### src/rtl/mem_burst_v3.sv
// Burst engine between user read/write burst ports and the DDR2 controller local interface.
// Splits user bursts into local commands of up to BURST_SIZE beats, alternates read/write on contention.
module mem_burst_v3 #(
  parameter int MEM_DATA_BITS   = 64,
  parameter int ADDR_BITS       = 24,
  parameter int LOCAL_SIZE_BITS = 3,
  parameter int BURST_SIZE      = 2,
  parameter int LEN_BITS        = 10,
  parameter int TIMEOUT_CYCLES  = 1024
) (
  input  logic                       mem_clk,
  input  logic                       rst,
  input  logic                       rd_burst_req,
  input  logic [LEN_BITS-1:0]        rd_burst_len,
  input  logic [ADDR_BITS-1:0]       rd_burst_addr,
  output logic                       rd_burst_data_valid,
  output logic [MEM_DATA_BITS-1:0]   rd_burst_data,
  output logic                       rd_burst_finish,
  output logic                       rd_burst_error,
  input  logic                       wr_burst_req,
  input  logic [LEN_BITS-1:0]        wr_burst_len,
  input  logic [ADDR_BITS-1:0]       wr_burst_addr,
  output logic                       wr_burst_data_req,
  input  logic [MEM_DATA_BITS-1:0]   wr_burst_data,
  input  logic [MEM_DATA_BITS/8-1:0] wr_burst_be,
  output logic                       wr_burst_finish,
  output logic                       burst_finish,
  input  logic                       local_init_done,
  input  logic                       local_ready,
  output logic                       local_burstbegin,
  output logic [ADDR_BITS-1:0]       local_address,
  output logic [LOCAL_SIZE_BITS-1:0] local_size,
  output logic                       local_read_req,
  output logic                       local_write_req,
  output logic [MEM_DATA_BITS-1:0]   local_wdata,
  output logic [MEM_DATA_BITS/8-1:0] local_be,
  input  logic                       local_rdata_valid,
  input  logic [MEM_DATA_BITS-1:0]   local_rdata
);

  // state   | meaning
  // IDLE    | arbitrate between pending read and write requests
  // RD_CMD  | issue read commands until the whole burst is requested
  // RD_WAIT | all read commands issued, collect returning beats under watchdog
  // WR_BEAT | stream write beats, one local burst at a time
  typedef enum logic [1:0] {IDLE, RD_CMD, RD_WAIT, WR_BEAT} state_t;

  localparam int IDLE_W = $clog2(TIMEOUT_CYCLES + 1);
  localparam logic [IDLE_W-1:0]   TO_LAST = IDLE_W'(TIMEOUT_CYCLES - 1);
  localparam logic [LEN_BITS-1:0] BS_L    = LEN_BITS'(BURST_SIZE);

  state_t state, state_nxt;
  logic                       last_grant_wr;
  logic [ADDR_BITS-1:0]       cmd_addr;
  logic [LEN_BITS-1:0]        remaining, total, rd_cnt;
  logic [LOCAL_SIZE_BITS-1:0] beat_in_burst, wr_size, rd_size;
  logic [IDLE_W-1:0]          idle_cnt;
  logic rd_ok, wr_ok, grant_rd, grant_wr, in_rd, rd_beat, rd_last, timeout;
  logic cmd_accept, beat_accept, wr_last, burst_end;

  function automatic logic [LOCAL_SIZE_BITS-1:0] clip_size(input logic [LEN_BITS-1:0] r);
    return (r < BS_L) ? LOCAL_SIZE_BITS'(r) : LOCAL_SIZE_BITS'(BURST_SIZE);
  endfunction

  assign rd_ok       = rd_burst_req && (rd_burst_len != '0);
  assign wr_ok       = wr_burst_req && (wr_burst_len != '0);
  assign grant_rd    = local_init_done && (state == IDLE) && rd_ok && (!wr_ok || last_grant_wr);
  assign grant_wr    = local_init_done && (state == IDLE) && wr_ok && !grant_rd;
  assign in_rd       = local_init_done && ((state == RD_CMD) || (state == RD_WAIT));
  assign rd_beat     = in_rd && local_rdata_valid;
  assign rd_last     = rd_beat && (rd_cnt == total - LEN_BITS'(1));
  assign timeout     = local_init_done && (state == RD_WAIT) && !local_rdata_valid && (idle_cnt == TO_LAST);
  assign rd_size     = clip_size(remaining);
  assign cmd_accept  = local_init_done && (state == RD_CMD) && local_ready;
  assign beat_accept = local_init_done && (state == WR_BEAT) && local_ready;
  assign wr_last     = beat_accept && (remaining == LEN_BITS'(1));
  assign burst_end   = beat_accept && ((beat_in_burst + LOCAL_SIZE_BITS'(1)) == wr_size);

  always_ff @(posedge mem_clk) begin
    if (rst) state <= IDLE;
    else     state <= state_nxt;
  end

  always_comb begin
    state_nxt = state;
    if (!local_init_done) begin
      state_nxt = IDLE;
    end else begin
      case (state)
        IDLE:    if (grant_rd) state_nxt = RD_CMD;
                 else if (grant_wr) state_nxt = WR_BEAT;
        RD_CMD:  if (rd_last) state_nxt = IDLE;
                 else if (cmd_accept && (remaining == LEN_BITS'(rd_size))) state_nxt = RD_WAIT;
        RD_WAIT: if (rd_last || timeout) state_nxt = IDLE;
        WR_BEAT: if (wr_last) state_nxt = IDLE;
        default: state_nxt = IDLE;
      endcase
    end
  end

  always_ff @(posedge mem_clk) begin
    if (rst) begin
      last_grant_wr <= 1'b1;
      cmd_addr      <= '0;
      remaining     <= '0;
      total         <= '0;
      rd_cnt        <= '0;
      beat_in_burst <= '0;
      wr_size       <= '0;
      idle_cnt      <= '0;
    end else if (!local_init_done) begin
      remaining     <= '0;
      total         <= '0;
      rd_cnt        <= '0;
      beat_in_burst <= '0;
      wr_size       <= '0;
      idle_cnt      <= '0;
    end else begin
      idle_cnt <= ((state == RD_WAIT) && !local_rdata_valid) ? idle_cnt + IDLE_W'(1) : '0;
      if (grant_rd || grant_wr) begin
        cmd_addr      <= grant_rd ? rd_burst_addr : wr_burst_addr;
        remaining     <= grant_rd ? rd_burst_len : wr_burst_len;
        total         <= grant_rd ? rd_burst_len : wr_burst_len;
        rd_cnt        <= '0;
        beat_in_burst <= '0;
        wr_size       <= clip_size(wr_burst_len);
        last_grant_wr <= grant_wr;
      end
      if (cmd_accept) begin
        cmd_addr  <= cmd_addr + ADDR_BITS'(rd_size);
        remaining <= remaining - LEN_BITS'(rd_size);
      end
      if (rd_beat) rd_cnt <= rd_cnt + LEN_BITS'(1);
      if (beat_accept) begin
        remaining <= remaining - LEN_BITS'(1);
        if (burst_end) begin
          // next local burst starts after this one; its size comes from what is left
          beat_in_burst <= '0;
          cmd_addr      <= cmd_addr + ADDR_BITS'(wr_size);
          wr_size       <= clip_size(remaining - LEN_BITS'(1));
        end else begin
          beat_in_burst <= beat_in_burst + LOCAL_SIZE_BITS'(1);
        end
      end
    end
  end

  always_comb begin
    local_burstbegin  = 1'b0;
    local_read_req    = 1'b0;
    local_write_req   = 1'b0;
    local_size        = '0;
    wr_burst_data_req = 1'b0;
    local_be          = '1;
    if (local_init_done) begin
      case (state)
        RD_CMD: begin
          local_read_req   = 1'b1;
          local_burstbegin = 1'b1;
          local_size       = rd_size;
        end
        WR_BEAT: begin
          local_write_req   = 1'b1;
          local_burstbegin  = (beat_in_burst == '0);
          local_size        = wr_size;
          wr_burst_data_req = local_ready;
          local_be          = wr_burst_be;
        end
        default: ;
      endcase
    end
  end

  assign local_address       = cmd_addr;
  assign local_wdata         = wr_burst_data;
  assign rd_burst_data_valid = rd_beat;
  assign rd_burst_data       = in_rd ? local_rdata : '0;
  assign rd_burst_finish     = rd_last;
  assign rd_burst_error      = timeout;
  assign wr_burst_finish     = wr_last;
  assign burst_finish        = rd_last | wr_last;

endmodule
### config.mk
export PLATFORM = sky130hd
export DESIGN_NAME = mem_burst_v3
export DESIGN_NICKNAME = d
export VERILOG_FILES = /design/src/rtl/mem_burst_v3.sv
export SDC_FILE = /design/constraint.sdc
export NUM_CORES = 1
export LEC_CHECK = 0
export BUFFER_PORTS_ARGS = -buffer_cell sky130_fd_sc_hd__buf_2
export CORE_AREA = 2 2 147 149
export CTS_BUF_LIST = sky130_fd_sc_hd__clkbuf_16
export DETAILED_ROUTE_END_ITERATION = 16
export DIE_AREA = 0 0 149 151
export REMOVE_ABC_BUFFERS = 1
export SYNTH_ARGS = -nofsm -noshare
export SYNTH_HDL_FRONTEND = slang
export SYNTH_SLANG_ARGS = --single-unit
### constraint.sdc
create_clock -name mem_clk -period 8.5 [get_ports mem_clk]
set_clock_uncertainty 0.15 [all_clocks]
set_input_delay 2.125 -clock mem_clk [delete_from_list [all_inputs] [get_ports mem_clk]]
set_output_delay 2.125 -clock mem_clk [all_outputs]
set_load 0.01 [all_outputs]
==> Yosys cells after proc, flatten, opt, wreduce, memory -nomap -nowiden <==
Index checks and enable logic that the tools add are counted.
Widths: inputs -> output; s select.
{ "word_totals": {"register_bits": 74, "inputBits": 211, "output_inout_bits": 172, "wordCells": 114} }
{ "classes": {"add_sub_neg": 8, "order_cmp": 3, "eq_ne": 12, "muxes": 40, "bitwise": 3, "n_reduce_logical": 39} }
{ "op_table": {"columns": ["cell", "count"], "rows": [
  ["$mux 24", 5],
  ["$mux 64", 1],
  ["$mux 10", 6],
  ["$add 24x3->24", 2],
  ["$lt 10x2->1 const B", 3],
  ["$mux 3", 10],
  ["$logic_and 1x1->1", 21],
  ["$reduce_bool 10->1", 2],
  ["$sub 10x1->10 const B", 2],
  ["$mux 8", 2],
  ["$mux 2", 6],
  ["$add 11x1->11 const B", 1],
  ["$eq 11x10->1 const B", 1],
  ["$add 10x1->10 const B", 1],
  ["$eq 10x1->1 const B", 1],
  ["$eq 10x10->1", 1],
  ["$eq 10x3->1", 1],
  ["$sub 10x3->10", 1],
  ["$pmux 2 s4", 1],
  ["$mux 1", 7],
  ["$pmux 3 s2", 1],
  ["$eq 2x2->1 const B", 2],
  ["$logic_or 1x1->1", 4],
  ["$reduce_and 4->1", 1],
  ["18 further kinds", 22]
]} }

==> Longest topological paths before layout <==
Gate-level depths: netlist of run 1.
{ "logic_depth": {"ltp_word": 12, "depth_mapped": 14} }

==> Worst setup path before layout of run 1 <==
No wires, ideal clock.
{ "synth_timing": {"path_kind": "in2out", "startpoint": "in local_init_done", "endpoint": "out wr_burst_data_req", "arrival_time_ns": 3.169, "t_required_ns": 6.225, "setup_slack_ns": 3.056, "path_stages": 5, "n_path_buf": 2, "path_cell_list": "and2_1 -> nand2_1 -> inv_1 -> clkbuf_1 -> buf_1"} }
{ "synth_between": {"elab_chain_cells": 1} }
{ "synth_rtl": {"columns": ["element", "line", "text"], "rows": [
  ["start: declaration", "28", "input logic local_init_done,"],
  ["$mux 1", "155", "if (local_init_done) begin"],
  ["end: declaration", "23", "output logic wr_burst_data_req,"]
]} }
No other way between the ends.

==> Worst setup path after layout of run 1 <==
{ "layout_timing": {"startpoint": "in local_init_done", "endpoint": "out burst_finish"} }
{ "layout_between": {"elab_chain_cells": 4, "elab_cells_between_ends": 7, "cone_classes": "bitwise: 1; reduce/logical: 6"} }
{ "layout_rtl": {"columns": ["element", "line", "text"], "rows": [
  ["$logic_and 1x1->1, on equally long branches", "69, 75", null],
  ["$logic_and 1x1->1, on equally long branches", "70, 75", null],
  ["$logic_and 1x1->1, on equally long branches", "71, 76", null],
  ["$or 1x1->1 *", "181", "assign burst_finish = rd_last | wr_last;"],
  ["end: declaration", "27", "output logic burst_finish,"]
]} }
Every way passes the cells marked *; elsewhere a longest branch is shown, timed or not.

==> summary.txt, run 1 <==
Run
  • Max Cap Viol: 0

Drt
  • Drt first pass iters: 5
  • Via/cell ratio: 5.724
  • Vias: just under 8000
  • Drt wl/cell: 21.32 µm
  • Final WL: 28.96 mm
  • DRT iter0 DRCs: roughly 790
  • Drt drc: 0
  • Routed Antenna Nets: 0

Setup path
  • Slowest cell delay on critical path: about 0.62 ns
  • WP buf/inv: 3
  • Crit path launch: local_init_done
  • FF-to-FF setup slack: around 4.4 ns
  • R2r startpoint: remaining[2]
  • Worst path cell trace: buf_2 > and2_1 > nand2_1 > inv_1 > nand3_1 > nand2b_1 > buf_2
  • Worst path top cell family by delay: buffers and inverters
  • Most common cell on crit path: buf_2
  • CP startpoint kind: input pin
  • Worst Path Required: 6.23 ns
  • Worst Setup Path Type: in -> out
  • Slowest CP cell: inv_1
  • CP Data Arrival Time: between 4 and 5 ns
  • CP Capture Type: primary output
  • Critical Path Fanout Max: 25

Logic synthesis
  • Avg Cell Area, Syn: a little over 7 µm²
  • Netlist cell types: 68
  • Post-synth ARST share: 0%
  • Cell count after synthesis: a little over 900
  • Synth warn: 0
  • Seq/Total Area, Yosys: approximately 22%
  • Ys flop type: dfxtp_1
  • Synthesized cell area: ~0.0067 mm²
  • Post-synth EDFFs: 0
  • #FFs+latches synth: 74

Place
  • Dpl hpwl: about 22 mm
  • GPL Wtd Cong: 0.9171
  • Port bufs: 254

STA
  • Setup total negative slack: 0 ns
  • Fin crit share: between 80% and 90%
  • Endpoints failing hold: 0
  • Max_slew headroom: between 30% and 40%
  • Hold_ws: roughly 0.29 ns
  • Final Max Tran Viols: 0
  • Tmin final: around 7 ns
  • RSZ-0062 raised after global routing: no
  • Worst-Margin Slew: 1.027 ns
  • # setup viols final: 0
  • Max Freq: 146.6 MHz

Pwr
  • Pwr dens: about 160 mW/mm²
  • Register share of total power: 33.0%
  • Clock share of power: between 30 and 40%
  • Sw frac: 37.88%
  • Pint: around 0.00077 W
  • Worst IR Drop VDD: around 0.00009 V
  • Leak pwr: 3.710 nW
  • Comb pwr share: between 30% and 40%
  • Switching pwr: about 0.00047 W

Clock tree
  • Cts hold-fix bufs: 0
  • Clk buf depth: 2
  • # resized after CTS: 0
  • Setup Fix Bufs, Post-CTS: 0
  • CTS Buf Count: 9
  • CTS tree: yes
  • Reg clk slew, reported paths: around 0.070 ns
  • Worst-Skew Late Latency: around 0.35 ns
  • Clock tree sinks: 74
  • CTS root buf: clkbuf_16
  • Clock H-tree levels: 3

Global route
  • M1 GR Usage: between 20% and 30%
  • Largest net degree at the start of global routing: 66
  • Grt met3 use: about an eighth
  • Total GRT Usage: 24.40%
  • Initial antenna violation count: 1
  • Grt peak-use layer: met2
  • Vias in the first global route: approximately 6700
  • GR Layer Usage met2: between 30% and 40%
  • First-pass GRT wire length: 41.18 mm
  • Total grt overflow: 0

Finish
  • Commonest non-fill, non-tap cells in the layout: 254 x buf_2, 92 x nor2_1, 74 x dfxtp_1
  • Ratio of cells with drive above 1 in the final layout: approximately 28%
  • Commonest non-fill, non-tap cell in the layout: buf_2
  • Final #Nets: ~1300
  • Area grow syn2layout: 18.80%
  • Number of antenna diodes: 0

Status
  • Status: complete, no violations

Min path
  • Hold Crit Class: reg -> reg
  • Worst min-delay path startpoint: idle_cnt[0]

Die
  • Floorplan row count: 53
  • Core Area: between 0.02 and 0.025 mm²
  • Ports: around 380
  • Initial core utilization: 32.16%
  • Die Area: 0.02250 mm²
  • Die X: 149 µm
  • Die Y: 151 µm
-- worst paths after layout --
kind	depth (start not counted)	end
max	7	burst_finish
min	1	idle_cnt[0]
max reg2reg	12	local_address[20]
min reg2reg	1	idle_cnt[0]
-- power by group through the flow --
stage	Clock (W)	Combinational [W]	Sequential [W]
after floorplan	0	0.000259	0.000413
after global placement	0	0.000429	0.000417
after detailed placement	0	0.000431	0.000418
after CTS	0.000398	0.000434	0.000410
after global routing	0.000413	0.000480	0.000416
final	0.000398	0.000436	0.000411
-- registers in the layout (all words and copies together) (netlist names), 2 cells and up --
signal         cells
beat_in_burst      3
total             10
wr_size            3
state              2
remaining         10
idle_cnt          11
local_address     24
rd_cnt            10
-- cell families after synthesis --
family	share of synthesized area, %
and+or+nand+nor	27.48
other	0.1121
buffers and inverters	12.85
xor gates and xnor gates	5.045
adders and majority gates	4.148
DFF	22.12
AOI/OAI and AO/OA	26.59
muxes	1.644
-- cells in the mapped netlist (6+ instances only) --
| cell type | n | share of area, % |
|---|---|---|
| nor2_1 | 92 | 5.2 |
| dfxtp_1 | 74 | 22 |
| and3_1 | 72 | 6.7 |
| buf_4 | 65 | 7.3 |
| a21oi_1 | 62 | 4.6 |
| nand2_1 | 60 | 3.4 |
| o21ai_0 | 58 | 4.3 |
| clkbuf_1 | 51 | 2.9 |
| inv_1 | 29 | 1.6 |
| o22ai_1 | 26 | 2.4 |
| nor3_1 | 25 | 1.9 |
| nand3_1 | 23 | 1.7 |
| a211oi_1 | 21 | 2.4 |
| xor2_1 | 21 | 2.7 |
| a31oi_1 | 20 | 1.9 |
| ha_1 | 19 | 3.6 |
| nand2b_1 | 15 | 1.4 |
| xnor2_1 | 15 | 2.0 |
| mux2i_1 | 11 | 1.6 |
| nor4_1 | 11 | 1.0 |
| a211o_1 | 10 | 1.3 |
| buf_2 | 9 | 0.67 |
| nand4_1 | 9 | 0.84 |
| or3_1 | 9 | 0.84 |
| a221oi_1 | 8 | 1.0 |
| o221ai_1 | 8 | 1.0 |
| o211ai_1 | 7 | 0.78 |
| buf_1 | 6 | 0.34 |
-- through the flow --
| step | power [W] | cell area [µm²] | worst slack, ns | cells | utilization, % |
|---|---|---|---|---|---|
| 2_1_floorplan | 0.0006719 | 5944 | 2.738 | 801 | - |
| 3_3_place_gp | 0.0008468 | 7660 | 1.852 | 1342 | 36.79 |
| 3_5_place_dp | 0.0008486 | 7660 | 1.734 | 1342 | 36.79 |
| 4_1_cts | 0.001242 | 7955 | 1.734 | 1358 | 38.20 |
| 5_1_grt | 0.001309 | 7955 | 1.488 | 1358 | 38.20 |
| 6_report | 0.001246 | 7955 | 1.679 | 1358 | 38.20 |
-- final cells by class --
| class | count | area [µm²] |
|---|---|---|
| repair buffers | 266 | 1361 |
| well taps | 275 | 344.1 |
| inverters | 29 | 108.9 |
| clock inverters | 7 | 70.07 |
| flip-flops and latches | 74 | 1481 |
| clock buffers | 9 | 225.2 |
| fillers | 2180 | 12870 |
| multi-input cells | 698 | 4364 |
-- layer usage --
layer	wire length, µm	up-vias
met1	11650	3581
met5	326	-
met2	12640	486
li1	-	3649
met3	3820	47
met4	526	10
Note: power is estimated with default switching activity, not from simulation.
==> inputs of run 2 (changes only) <==
--- a/config.mk
+++ b/config.mk
@@ -5,11 +5,12 @@
 export SDC_FILE = /design/constraint.sdc
 export NUM_CORES = 1
 export LEC_CHECK = 0
+export ABC_AREA = 1
 export BUFFER_PORTS_ARGS = -buffer_cell sky130_fd_sc_hd__buf_2
-export CORE_AREA = 2 2 147 149
+export CORE_AREA = 2 2 150 152
 export CTS_BUF_LIST = sky130_fd_sc_hd__clkbuf_16
 export DETAILED_ROUTE_END_ITERATION = 16
-export DIE_AREA = 0 0 149 151
+export DIE_AREA = 0 0 152 154
 export REMOVE_ABC_BUFFERS = 1
 export SYNTH_ARGS = -nofsm -noshare
 export SYNTH_HDL_FRONTEND = slang
==> constraint.sdc (replaced) <==
create_clock -name mem_clk -period 6.8 [get_ports mem_clk]
set_clock_uncertainty 0.15 [all_clocks]
set_input_delay 1.7 -clock mem_clk [delete_from_list [all_inputs] [get_ports mem_clk]]
set_output_delay 1.7 -clock mem_clk [all_outputs]
set_load 0.01 [all_outputs]
==> summary.txt, run 2 <==
STA
  • Fin crit share: 74.88%
  • Setup total negative slack: 0 ns (unchanged)
  • Endpoints failing hold: 0 (unchanged)
  • Tmin final: between 5 and 6 ns
  • RSZ-0062 raised after global routing: no
  • # setup viols final: 0 (unchanged)
  • Max Freq: 196.4 MHz
  • Max_slew headroom: 51.36% (+20 points)
  • Final Max Tran Viols: 0 (unchanged)
  • Worst-Margin Slew: 0.7257 ns (-0.3017 ns)
  • Fin worst setup slack: 1.708 ns (+0.02928 ns)

Die
  • Initial core utilization: 35.54% (+3.4 points)
  • Die X: 152 µm (+2.0%)
  • Die Area: 0.02341 mm² (+4.0%)
  • Floorplan row count: 54 (+1.9%)
  • Ports: 383 (unchanged)
  • Core Area: 0.02169 mm² (+4.2%)
  • Die Y: 154 µm (+2.0%)

Finish
  • Final instance area: 0.008941 mm² (+12%)
  • FILL cells: 2395 (+9.9%)
  • Final #Nets: 1762 (+35%)
  • Seq. cell area: 0.001481 mm² (unchanged)
  • Area of the multi-input gates: 0.004591 mm² (+5.2%)
  • Ratio of cells with drive above 1 in the final layout: 21.17% (-6.6 points)
  • Commonest non-fill, non-tap cell in the layout: nand2_1
  • Max FFs per register: 24 (unchanged)
  • Area grow syn2layout: 16.01%
  • Commonest non-fill, non-tap cells in the layout: 341 x nand2_1, 254 x buf_2, 231 x inv_1
  • Final std cells w/o fill: 1816 (+34%)

Clock tree
  • CTS tree: yes
  • Clk buf depth: 2 (unchanged)
  • Clock H-tree levels: 3 (unchanged)
  • Cts hold-fix bufs: 0 (unchanged)
  • # resized after CTS: 0 (unchanged)
  • CTS Buf Count: 9 (unchanged)
  • CTS root buf: clkbuf_16
  • Setup Fix Bufs, Post-CTS: 0 (unchanged)
  • Worst-Skew Late Latency: 0.35 ns (about the same)
  • Reg clk slew, reported paths: 0.06 ns (about the same)
  • Clock tree sinks: 74 (unchanged)

Logic synthesis
  • Cell count after synthesis: 1371 (+47%)
  • Synth cell count leaders: 342 x nand2_1, 230 x inv_1, 168 x nor2_1, 118 x nand3_1, 83 x a21oi_1
  • Adder-cell share of the synthesized area: 3.604% (-0.54 points)
  • Top-count cell post-synth: nand2_1
  • Area share of the largest cell type after synthesis: 19.22% (-2.9 points)
  • Post-synth ARST share: 0% (unchanged)
  • Main combinational cell family by area after synthesis: simple AND/OR/NAND/NOR gates
  • Ys flop type: dfxtp_1
  • Synthesized cell area: 0.007707 mm² (+15%)
  • Mux share of post-synthesis cell area: 0% (-1.6 points)
  • #FFs+latches synth: 74 (unchanged)
  • Top post-synthesis cells by area: dfxtp_1 19%, nand2_1 17%, inv_1 11%
  • Simple-Gate Fraction of Synth Area: 38.62% (+11 points)
  • Synth warn: 0 (unchanged)
  • Avg Cell Area, Syn: 5.622 µm² (-22%)
  • Seq/Total Area, Yosys: 19.22% (-2.9 points)
  • Cell type with the highest aggregate area in the netlist: dfxtp_1
  • Netlist cell types: 42 (-38%)
  • Xor and xnor area share after synthesis: 3.864% (-1.2 points)
  • Post-synth EDFFs: 0 (unchanged)
  • Synth Area in Compound Gates: 13.34% (-13 points)

Min path
  • Hold Crit Class: reg -> reg
  • Hold Crit Depth: 1 (unchanged)

Global route
  • First-pass GRT wire length: 47.37 mm (+15%)
  • Total grt overflow: 0 (unchanged)
  • Total GRT Usage: 25.67% (+1.3 points)
  • Initial antenna violation count: 1 (unchanged)
  • Vias in the first global route: 8094 (+21%)
  • Largest net degree at the start of global routing: 65 (-1.5%)

Setup path
  • CP Data Arrival Time: 3.24 ns (-1.31 ns)
  • Worst R2R Path Depth: 16 (+4)
  • Critical Path Fanout Max: 16 (-36%)
  • Worst Path Required: 4.95 ns (-1.28 ns)
  • CP Capture Type: primary output
  • CP startpoint kind: input pin
  • Worst Setup Path Type: in -> out
  • FF-to-FF setup slack: 3.55 ns (-0.80 ns)

Pwr
  • Worst IR Drop VDD: 0.0001125 V (+27%)
  • Pwr dens: 180.0 mW/mm² (+15%)
  • Leak pwr: 5.065 nW (+37%)

Place
  • GPL Wtd Cong: 0.8724 (-4.9%)
  • Dpl hpwl: 23.55 mm (+8.1%)
  • Port bufs: 254 (unchanged)
  • Placed insts: 1799 (+34%)
  • Placed cell areas: 0.008652 mm² (+13%)
  • Pre-CTS setup slack: 1.676 ns (-0.05781 ns)

Drt
  • Via/cell ratio: 4.912 (-14%)
  • Routed Antenna Nets: 0 (unchanged)
  • DRT iter0 DRCs: 691 (-13%)
  • Drt first pass iters: 7 (+2)
  • Drt drc: 0 (unchanged)
  • Vias: 8921 (+15%)
  • Drt wl/cell: 17.01 µm (-20%)
  • Final WL: 30.89 mm (+6.7%)

Status
  • Status: complete, no violations

Run
  • Max Cap Viol: 0 (unchanged)
-- run 2: final cells by class --
| type | instances | share of cell area (%) |
|---|---|---|
| clock inverters | 7 | 0.6857 |
| flip-flops and latches | 74 | 16.57 |
| clock buffers | 9 | 2.519 |
| repair buffers | 262 | 14.89 |
| inverters | 239 | 10.05 |
| well taps | 280 | 3.918 |
| diodes | 1 | 0.02799 |
| multi-input cells | 944 | 51.34 |
-- run 2: metal layers --
metal,wire length [µm],global-route usage (%)
met1,13690,33.28
met3,3856,13.47
met4,352,4.851
met2,12810,37.32
met5,181,7.867
-- run 2: worst max-delay path: stages --
cell and delay (ns):
buf_2 0.16, nand2_1 0.35, inv_2 0.19, nand2_4 0.13
inv_2 0.25, nand3_1 0.20, nand2_1 0.11, buf_2 0.13
-- run 2: path summary, 6_finish.rpt --
kind,end,start
worst max register to register,local_address[20],remaining[2]
worst min register to register,idle_cnt[0],idle_cnt[0]
worst min-delay path,idle_cnt[0],idle_cnt[0]
worst max-delay path,burst_finish,local_init_done
-- run 2: power by group --
| group | internal, W | switching [W] |
|---|---|---|
| Sequential | 0.000464 | 0.0000502 |
| Clock | 0.000280 | 0.000202 |
| Combinational | 0.000224 | 0.000388 |
-- run 2: cell families after synthesis --
| group | Yosys count |
|---|---|
| AO/OA/AOI/OAI | 190 |
| XOR/XNOR | 34 |
| adder cells (fa/ha/maj) | 21 |
| buffers and inverters | 353 |
| flip-flops | 74 |
| other | 2 |
| AND/OR/NAND/NOR | 697 |
-- run 2: stage by stage --
step	hold WS, ns	util [%]	total power [W]
final	0.3019	41.23	0.001609
after detailed placement	0.2930	39.89	0.001132
after CTS	0.3024	41.21	0.001617
after global placement	0.2822	39.89	0.001129
after global routing	0.3305	41.23	0.001727
after floorplan	0.2675	-	0.0009147
